<file path="config.mk">
export PLATFORM = sky130hd
export DESIGN_NAME = pcie_cfg_req_ctrl
export DESIGN_NICKNAME = d
export VERILOG_FILES = /design/src/rtl/pcie_cfg_req_ctrl.sv
export SDC_FILE = /design/constraint.sdc
export NUM_CORES = 1
export LEC_CHECK = 0
export ABC_AREA = 1
export CORE_UTILIZATION = 44
export CTS_CLUSTER_DIAMETER = 50
export DETAILED_ROUTE_END_ITERATION = 12
export HOLD_SLACK_MARGIN = 0.05
export PLACE_DENSITY = 0.77
export SYNTH_ARGS = -nofsm -noshare
export SYNTH_HDL_FRONTEND = slang
export SYNTH_SLANG_ARGS = --single-unit
</file>
<file path="constraint.sdc">
create_clock -name user_clk -period 4.4 [get_ports user_clk]
set_input_delay 0.66 -clock user_clk [delete_from_list [all_inputs] [get_ports user_clk]]
set_output_delay 0.66 -clock user_clk [all_outputs]
set_load 0.01 [all_outputs]
</file>
<file path="src/rtl/pcie_cfg_req_ctrl.sv">
// Configuration/message request sequencer: captures one request, launches the TLP,
// waits for encoder completion and (for config requests) the RC completion or a timeout.
module pcie_cfg_req_ctrl #(
    parameter logic [15:0] CPL_TIMEOUT = 16'd1000
) (
    input  logic        user_clk,
    input  logic        reset,
    input  logic        req_valid,
    output logic        req_ready,
    input  logic [1:0]  req_type,
    input  logic [1:0]  req_func_num,
    input  logic [9:0]  req_reg_num,
    input  logic [3:0]  req_be,
    input  logic [2:0]  req_msg_routing,
    input  logic [7:0]  req_msg_code,
    input  logic [31:0] req_data,
    output logic [1:0]  pkt_type,
    output logic [1:0]  pkt_func_num,
    output logic [9:0]  pkt_reg_num,
    output logic [3:0]  pkt_1dw_be,
    output logic [2:0]  pkt_msg_routing,
    output logic [7:0]  pkt_msg_code,
    output logic [31:0] pkt_data,
    output logic        pkt_start,
    input  logic        pkt_done,
    input  logic        cpl_valid,
    input  logic [2:0]  cpl_status,
    input  logic [31:0] cpl_data,
    output logic        rsp_valid,
    output logic [1:0]  rsp_status,
    output logic [31:0] rsp_data,
    output logic        busy
);

    typedef enum logic [2:0] {IDLE, START, WAIT_DONE, WAIT_CPL, RESP} state_t;

    localparam logic [1:0]  TYPE_CFGRD = 2'b00;
    localparam logic [1:0]  ST_OK      = 2'b00;
    localparam logic [1:0]  ST_CPL_ERR = 2'b01;
    localparam logic [1:0]  ST_TIMEOUT = 2'b10;
    localparam logic [15:0] CNT_LAST   = CPL_TIMEOUT - 16'd1;

    state_t      state;
    logic [15:0] cpl_cnt;

    // busy is a registered mirror of state != IDLE; gating with reset keeps ready low in reset
    assign req_ready = ~busy & ~reset;

    always_ff @(posedge user_clk or posedge reset) begin
        if (reset) begin
            state           <= IDLE;
            cpl_cnt         <= '0;
            busy            <= 1'b0;
            pkt_start       <= 1'b0;
            rsp_valid       <= 1'b0;
            rsp_status      <= '0;
            rsp_data        <= '0;
            pkt_type        <= '0;
            pkt_func_num    <= '0;
            pkt_reg_num     <= '0;
            pkt_1dw_be      <= '0;
            pkt_msg_routing <= '0;
            pkt_msg_code    <= '0;
            pkt_data        <= '0;
        end else begin
            case (state)
                IDLE: begin
                    if (req_valid) begin
                        pkt_type        <= req_type;
                        pkt_func_num    <= req_func_num;
                        pkt_reg_num     <= req_reg_num;
                        pkt_1dw_be      <= req_be;
                        pkt_msg_routing <= req_msg_routing;
                        pkt_msg_code    <= req_msg_code;
                        pkt_data        <= req_data;
                        pkt_start       <= 1'b1;
                        busy            <= 1'b1;
                        state           <= START;
                    end
                end
                START: begin
                    pkt_start <= 1'b0;
                    state     <= WAIT_DONE;
                end
                WAIT_DONE: begin
                    // messages are posted: no completion follows, respond immediately
                    if (pkt_done) begin
                        if (pkt_type[1]) begin
                            rsp_valid  <= 1'b1;
                            rsp_status <= ST_OK;
                            rsp_data   <= '0;
                            state      <= RESP;
                        end else begin
                            cpl_cnt <= '0;
                            state   <= WAIT_CPL;
                        end
                    end
                end
                WAIT_CPL: begin
                    cpl_cnt <= cpl_cnt + 16'd1;
                    if (cpl_valid) begin
                        rsp_valid  <= 1'b1;
                        rsp_status <= (cpl_status == 3'd0) ? ST_OK : ST_CPL_ERR;
                        rsp_data   <= (pkt_type == TYPE_CFGRD && cpl_status == 3'd0) ? cpl_data : 32'd0;
                        state      <= RESP;
                    end else if (cpl_cnt == CNT_LAST) begin
                        rsp_valid  <= 1'b1;
                        rsp_status <= ST_TIMEOUT;
                        rsp_data   <= '0;
                        state      <= RESP;
                    end
                end
                RESP: begin
                    rsp_valid <= 1'b0;
                    busy      <= 1'b0;
                    state     <= IDLE;
                end
                default: begin
                    pkt_start <= 1'b0;
                    rsp_valid <= 1'b0;
                    busy      <= 1'b0;
                    state     <= IDLE;
                end
            endcase
        end
    end

endmodule

</file>
==> impl_metrics.prom <==
# TYPE chip_impl_metric gauge
chip_impl_info{name="crit_path_end",value="req_ready"} 1
chip_impl_metric{name="synth_enable_flop_cells",unit=""} 0
chip_impl_metric{name="wire_per_inst",unit="um"} 15.19
chip_impl_metric{name="async_reset_ff_share",unit="%"} 100.0
chip_impl_metric{name="max_freq",unit="GHz"} 0.4070
chip_impl_metric{name="setup-violations-final",unit=""} 0
chip_impl_info{name="timing.hold.worst.class",value="flip-flop to flip-flop"} 1
chip_impl_metric{name="ys.warnings.count",unit=""} 0
chip_impl_metric{name="report.final.hold_viol_count",unit=""} 0
chip_impl_metric{name="irDropWorstVdd",unit="uV"} 368.8
chip_impl_metric{name="fraction_of_power_consumed_by_combinational_cells",unit="%"} 38.7
chip_impl_metric{name="postSynthRegisterBits",unit=""} 117
chip_impl_metric{name="place_congestion",unit=""} 0.8554
chip_impl_info{name="r2r-start",value="state[0]$_DFFE_PP0P_"} 1
chip_impl_metric{name="route.antenna.remaining_nets",unit=""} 0
chip_impl_metric{name="worst-path-max-fanout",unit=""} 2
chip_impl_metric{name="finalCritPeriodShare",unit="%"} 55.84
chip_impl_info{name="setup.worst_path.end_class",value="output pin"} 1
chip_impl_metric{name="cts-htree-levels",unit=""} 4
chip_impl_metric{name="power.leakage",unit="nW"} 3.748
chip_impl_info{name="dominant_combinational_cell_family_by_area_after_synthesis",value="multiplexers"} 1
chip_impl_metric{name="initialDrtViolationCount",unit=""} 190
chip_impl_metric{name="nets",unit=""} 766
chip_impl_metric{name="total_global_route_track_usage",unit="%"} 21.30
chip_impl_metric{name="insertion_delay",unit="ns"} 0.41
chip_impl_metric{name="timing_worst_slew_pin_value",unit="ns"} 1.113
chip_impl_metric{name="synthMuxAreaShare",unit="%"} 17.20
chip_impl_metric{name="worst_slew_margin_rel",unit="%"} 25.83
chip_impl_metric{name="synth.cell_area",unit="sq um"} 5151
chip_impl_info{name="yosysMostFrequentCell",value="sky130_fd_sc_hd__nand2_1"} 1
chip_impl_metric{name="worst-endpoint-arrival",unit="ns"} 1.80
chip_impl_metric{name="period_minus_slack",unit="ns"} 2.457
chip_impl_metric{name="synth_compound_area_share",unit="%"} 2.769
chip_impl_metric{name="timing.final.max_slew_violations",unit=""} 0
chip_impl_metric{name="fp.dieH",unit="um"} 110.2
chip_impl_metric{name="io_pins",unit=""} 200
chip_impl_metric{name="clkTransAtPathRegs",unit="ns"} 0.06
chip_impl_metric{name="worst-r2r-setup-slack",unit="ns"} 2.07
chip_impl_info{name="crit-reg2reg-capture",value="pkt_msg_code[0]$_DFFE_PP0P_"} 1
chip_impl_metric{name="gr-total-overflow",unit=""} 0
chip_impl_info{name="synth_top_area_cell",value="sky130_fd_sc_hd__dfrtp_1"} 1
chip_impl_metric{name="grt_antenna_before_repair",unit=""} 0
chip_impl_metric{name="yosys.area_share.adder",unit="%"} 0.2429
chip_impl_metric{name="synth_xor_area_share",unit="%"} 0.6801
chip_impl_metric{name="power_frac_clock",unit="%"} 28.4
chip_impl_info{name="synth.top_cells.by_count",value="138 x sky130_fd_sc_hd__nand2_1, 117 x sky130_fd_sc_hd__dfrtp_1, 56 x sky130_fd_sc_hd__mux2_4, 27 x sky130_fd_sc_hd__inv_1, 23 x sky130_fd_sc_hd__nor2_1"} 1
chip_impl_metric{name="timing.hold.ws",unit="ns"} 0.4676
chip_impl_metric{name="synthToLayoutAreaGrowth",unit="%"} 51.81
chip_impl_metric{name="grt_pass1_vias",unit=""} 4080
chip_impl_metric{name="detailroute.via_count",unit=""} 3950
chip_impl_metric{name="drt_wl_total",unit="um"} 12430
chip_impl_metric{name="initial_core_util",unit="%"} 45.11
chip_impl_metric{name="grt_first_pass_wirelength",unit="um"} 19510
chip_impl_metric{name="clock_tree.buffer_depth",unit=""} 2
chip_impl_metric{name="cts.repair.resized",unit=""} 0
chip_impl_metric{name="hold_depth",unit=""} 2
chip_impl_metric{name="p_seq_share",unit="%"} 32.9
chip_impl_metric{name="synth-simple-area-share",unit="%"} 16.95
chip_impl_info{name="synthTopCellsByArea",value="sky130_fd_sc_hd__dfrtp_1 57%, sky130_fd_sc_hd__mux2_4 16%, sky130_fd_sc_hd__nand2_1 10%"} 1
chip_impl_metric{name="drt_drc_violations_left",unit=""} 0
chip_impl_metric{name="io_buffer_count",unit=""} 199
chip_impl_metric{name="synthesis.nets",unit=""} 559
chip_impl_metric{name="cts.hold.buffers_added",unit=""} 0
chip_impl_metric{name="power.density",unit="nW/um^2"} 650.3
chip_impl_metric{name="full_die_area",unit="sq um"} 12140
chip_impl_metric{name="required_time_worst_endpoint",unit="ns"} 3.74
chip_impl_metric{name="die_width",unit="um"} 110.2
chip_impl_info{name="hold_start",value="rsp_data[18]$_DFFE_PP0P_"} 1
chip_impl_metric{name="detailed_place_hpwl",unit="um"} 8680
chip_impl_info{name="crit_chain",value="clkdlybuf4s50_1, nor2_1, clkdlybuf4s50_1"} 1
chip_impl_metric{name="critical-path-max-stage-delay",unit="ns"} 0.54
chip_impl_info{name="critPathTopFamily",value="buffers and inverters"} 1
chip_impl_info{name="setup_repair_after_global_routing_missed_its_margin",value="false"} 1
chip_impl_metric{name="synth_top_area_share",unit="%"} 56.84
chip_impl_info{name="crit_path_frequent_cell",value="sky130_fd_sc_hd__clkdlybuf4s50_1"} 1
chip_impl_info{name="cp_slowest_cell",value="sky130_fd_sc_hd__clkdlybuf4s50_1"} 1
chip_impl_metric{name="power.switching",unit="W"} 0.001471
chip_impl_info{name="cp-startpoint",value="reset"} 1
chip_impl_metric{name="finalSetupTns",unit="ns"} 0
chip_impl_metric{name="syn-instance-count",unit=""} 457
chip_impl_metric{name="power.switching_fraction",unit="%"} 28.93
chip_impl_metric{name="num_rows",unit=""} 39
chip_impl_info{name="clock-root-buffer",value="sky130_fd_sc_hd__clkbuf_16"} 1
chip_impl_metric{name="ys_seq_area_share",unit="%"} 56.84
chip_impl_metric{name="clock-sinks",unit=""} 117
chip_impl_info{name="tritoncts",value="yes"} 1
chip_impl_metric{name="tritoncts.num_buffers",unit=""} 17
chip_impl_metric{name="synth_unique_cells",unit=""} 31
chip_impl_metric{name="core_area",unit="sq um"} 11420
chip_impl_info{name="setup.worst_path.class",value="primary input to output pin"} 1
chip_impl_metric{name="final.setup_skew",unit="ns"} 0.01072
chip_impl_metric{name="crit_cells",unit=""} 3
chip_impl_metric{name="avgSynthCellArea",unit="sq um"} 11.27
chip_impl_metric{name="drt-pass1-iter-count",unit=""} 4
chip_impl_metric{name="fillCellCount",unit=""} 863
chip_impl_metric{name="antennaDiodeCount",unit=""} 0
chip_impl_metric{name="internal-power",unit="W"} 0.003614
chip_impl_metric{name="critPathBufInv",unit=""} 2
chip_impl_metric{name="cts_setup_buffers",unit=""} 0
chip_impl_metric{name="grt_max_degree",unit=""} 68
chip_impl_metric{name="cap_violations",unit=""} 0
chip_impl_info{name="synth_top_flop_cell",value="sky130_fd_sc_hd__dfrtp_1"} 1
chip_impl_metric{name="worst_r2r_path_depth",unit=""} 6
chip_impl_info{name="critPathLaunchType",value="primary input"} 1
chip_impl_metric{name="via_per_inst",unit=""} 4.829
chip_impl_info{name="run_status",value="finished clean"} 1
chip_impl_metric{name="final_layout_size_suffix_gt1_share",unit="%"} 16.15
[area by class of cell]
cell class,instances,area (sq um),area share (%)
flip-flops and latches,117,2928,37.44
repair buffers,202,2014,25.76
multi-input cells,294,1949,24.93
clock buffers,23,508.0,6.496
well taps,143,178.9,2.288
inverters,32,122.6,1.568
clock inverters,7,118.9,1.520
[stage by stage]
| stage | instances | instance area [sq um] | utilization, % | total power [W] | worst slack, ns |
|---|---|---|---|---|---|
| after floorplan | 457 | 5151 | - | 0.002793 | 0.6392 |
| after global placement | 788 | 7193 | 63.00 | 0.003599 | 1.661 |
| after detailed placement | 788 | 7193 | 63.00 | 0.003658 | 1.619 |
| after CTS | 818 | 7820 | 68.49 | 0.005141 | 1.942 |
| after global routing | 818 | 7820 | 68.49 | 0.005367 | 1.908 |
| final | 818 | 7820 | 68.49 | 0.005085 | 1.943 |
[how the worst min path moves through the flow]
| stage | endpoint | slack (ns) |
|---|---|---|
| 2_1_floorplan | cpl_cnt[0]$_DFFE_PP0P_ | 0.49 |
| 3_3_place_gp | rsp_data[30]$_DFFE_PP0P_ | 0.45 |
| 3_5_place_dp | rsp_status[0]$_DFFE_PP0P_ | 0.46 |
| 4_1_cts | rsp_data[19]$_DFFE_PP0P_ | 0.47 |
| 5_1_grt | rsp_data[12]$_DFFE_PP0P_ | 0.49 |
| 6_report | rsp_data[18]$_DFFE_PP0P_ | 0.47 |
[power groups by stage]
| stage | clock network [W] | logic (W) | registers [W] |
|---|---|---|---|
| floorplan | 0 | 0.000992 | 0.00180 |
| detailed placement | 0 | 0.00198 | 0.00168 |
| finish | 0.00144 | 0.00197 | 0.00167 |
| global placement | 0 | 0.00194 | 0.00166 |
| global route | 0.00153 | 0.00211 | 0.00172 |
| CTS | 0.00147 | 0.00199 | 0.00168 |
[flip-flops by register name, indices dropped and copies added, names as in the netlist]
name,count
busy,1
cpl_cnt,16
pkt_1dw_be,4
pkt_data,32
pkt_func_num,2
pkt_msg_code,8
pkt_msg_routing,3
pkt_reg_num,10
pkt_start,1
pkt_type,2
rsp_data,32
rsp_status,2
rsp_valid,1
state,3
[placed cells by master, fill, tap and decap left out, types with 2 or more instances in the layout]
master                            Yosys  routed
sky130_fd_sc_hd__clkdlybuf4s50_1      0     199
sky130_fd_sc_hd__nand2_1            138     138
sky130_fd_sc_hd__dfrtp_1            117     117
sky130_fd_sc_hd__mux2_4              56      56
sky130_fd_sc_hd__inv_1               27      26
sky130_fd_sc_hd__nor2_1              23      23
sky130_fd_sc_hd__nand3_1             20      20
sky130_fd_sc_hd__clkbuf_16            0      17
sky130_fd_sc_hd__o21ai_0              7       7
sky130_fd_sc_hd__o21ai_1              7       7
sky130_fd_sc_hd__nand4_1              6       6
sky130_fd_sc_hd__clkbuf_8             0       6
sky130_fd_sc_hd__inv_2                4       4
sky130_fd_sc_hd__xor2_1               4       4
sky130_fd_sc_hd__nor3_1               4       4
sky130_fd_sc_hd__mux2_2               4       4
sky130_fd_sc_hd__nand2_2              3       3
sky130_fd_sc_hd__a21oi_1              3       3
sky130_fd_sc_hd__o22ai_1              3       3
sky130_fd_sc_hd__nor2_2               3       3
sky130_fd_sc_hd__bufinv_16            0       3
sky130_fd_sc_hd__buf_4                1       3
sky130_fd_sc_hd__nand2_4              2       2
sky130_fd_sc_hd__o31ai_1              2       2
sky130_fd_sc_hd__clkinvlp_4           0       2
[cell families after synthesis]
logic type,Yosys count
xor gates and xnor gates,4
DFF,117
buffers and inverters,46
muxes,60
AOI/OAI and AO/OA,25
and+or+nand+nor,204
adders and majority gates,1
[layer usage]
metal  GRT usage [%]  routed length, um  vias to the layer above
li1                -                  -                     1898
met1           26.13               5265                     1886
met2           34.46               6071                      150
met3           7.407                927                       16
met4           8.459                161                        0
met5               0                  0                        -
[tightest hold or removal path, stage by stage (launching register included)]
cell	delay [ns]
sky130_fd_sc_hd__dfrtp_1	0.34
sky130_fd_sc_hd__nand2_1	0.05
sky130_fd_sc_hd__nand2_1	0.04
Note: power is estimated with default switching activity, not from simulation.
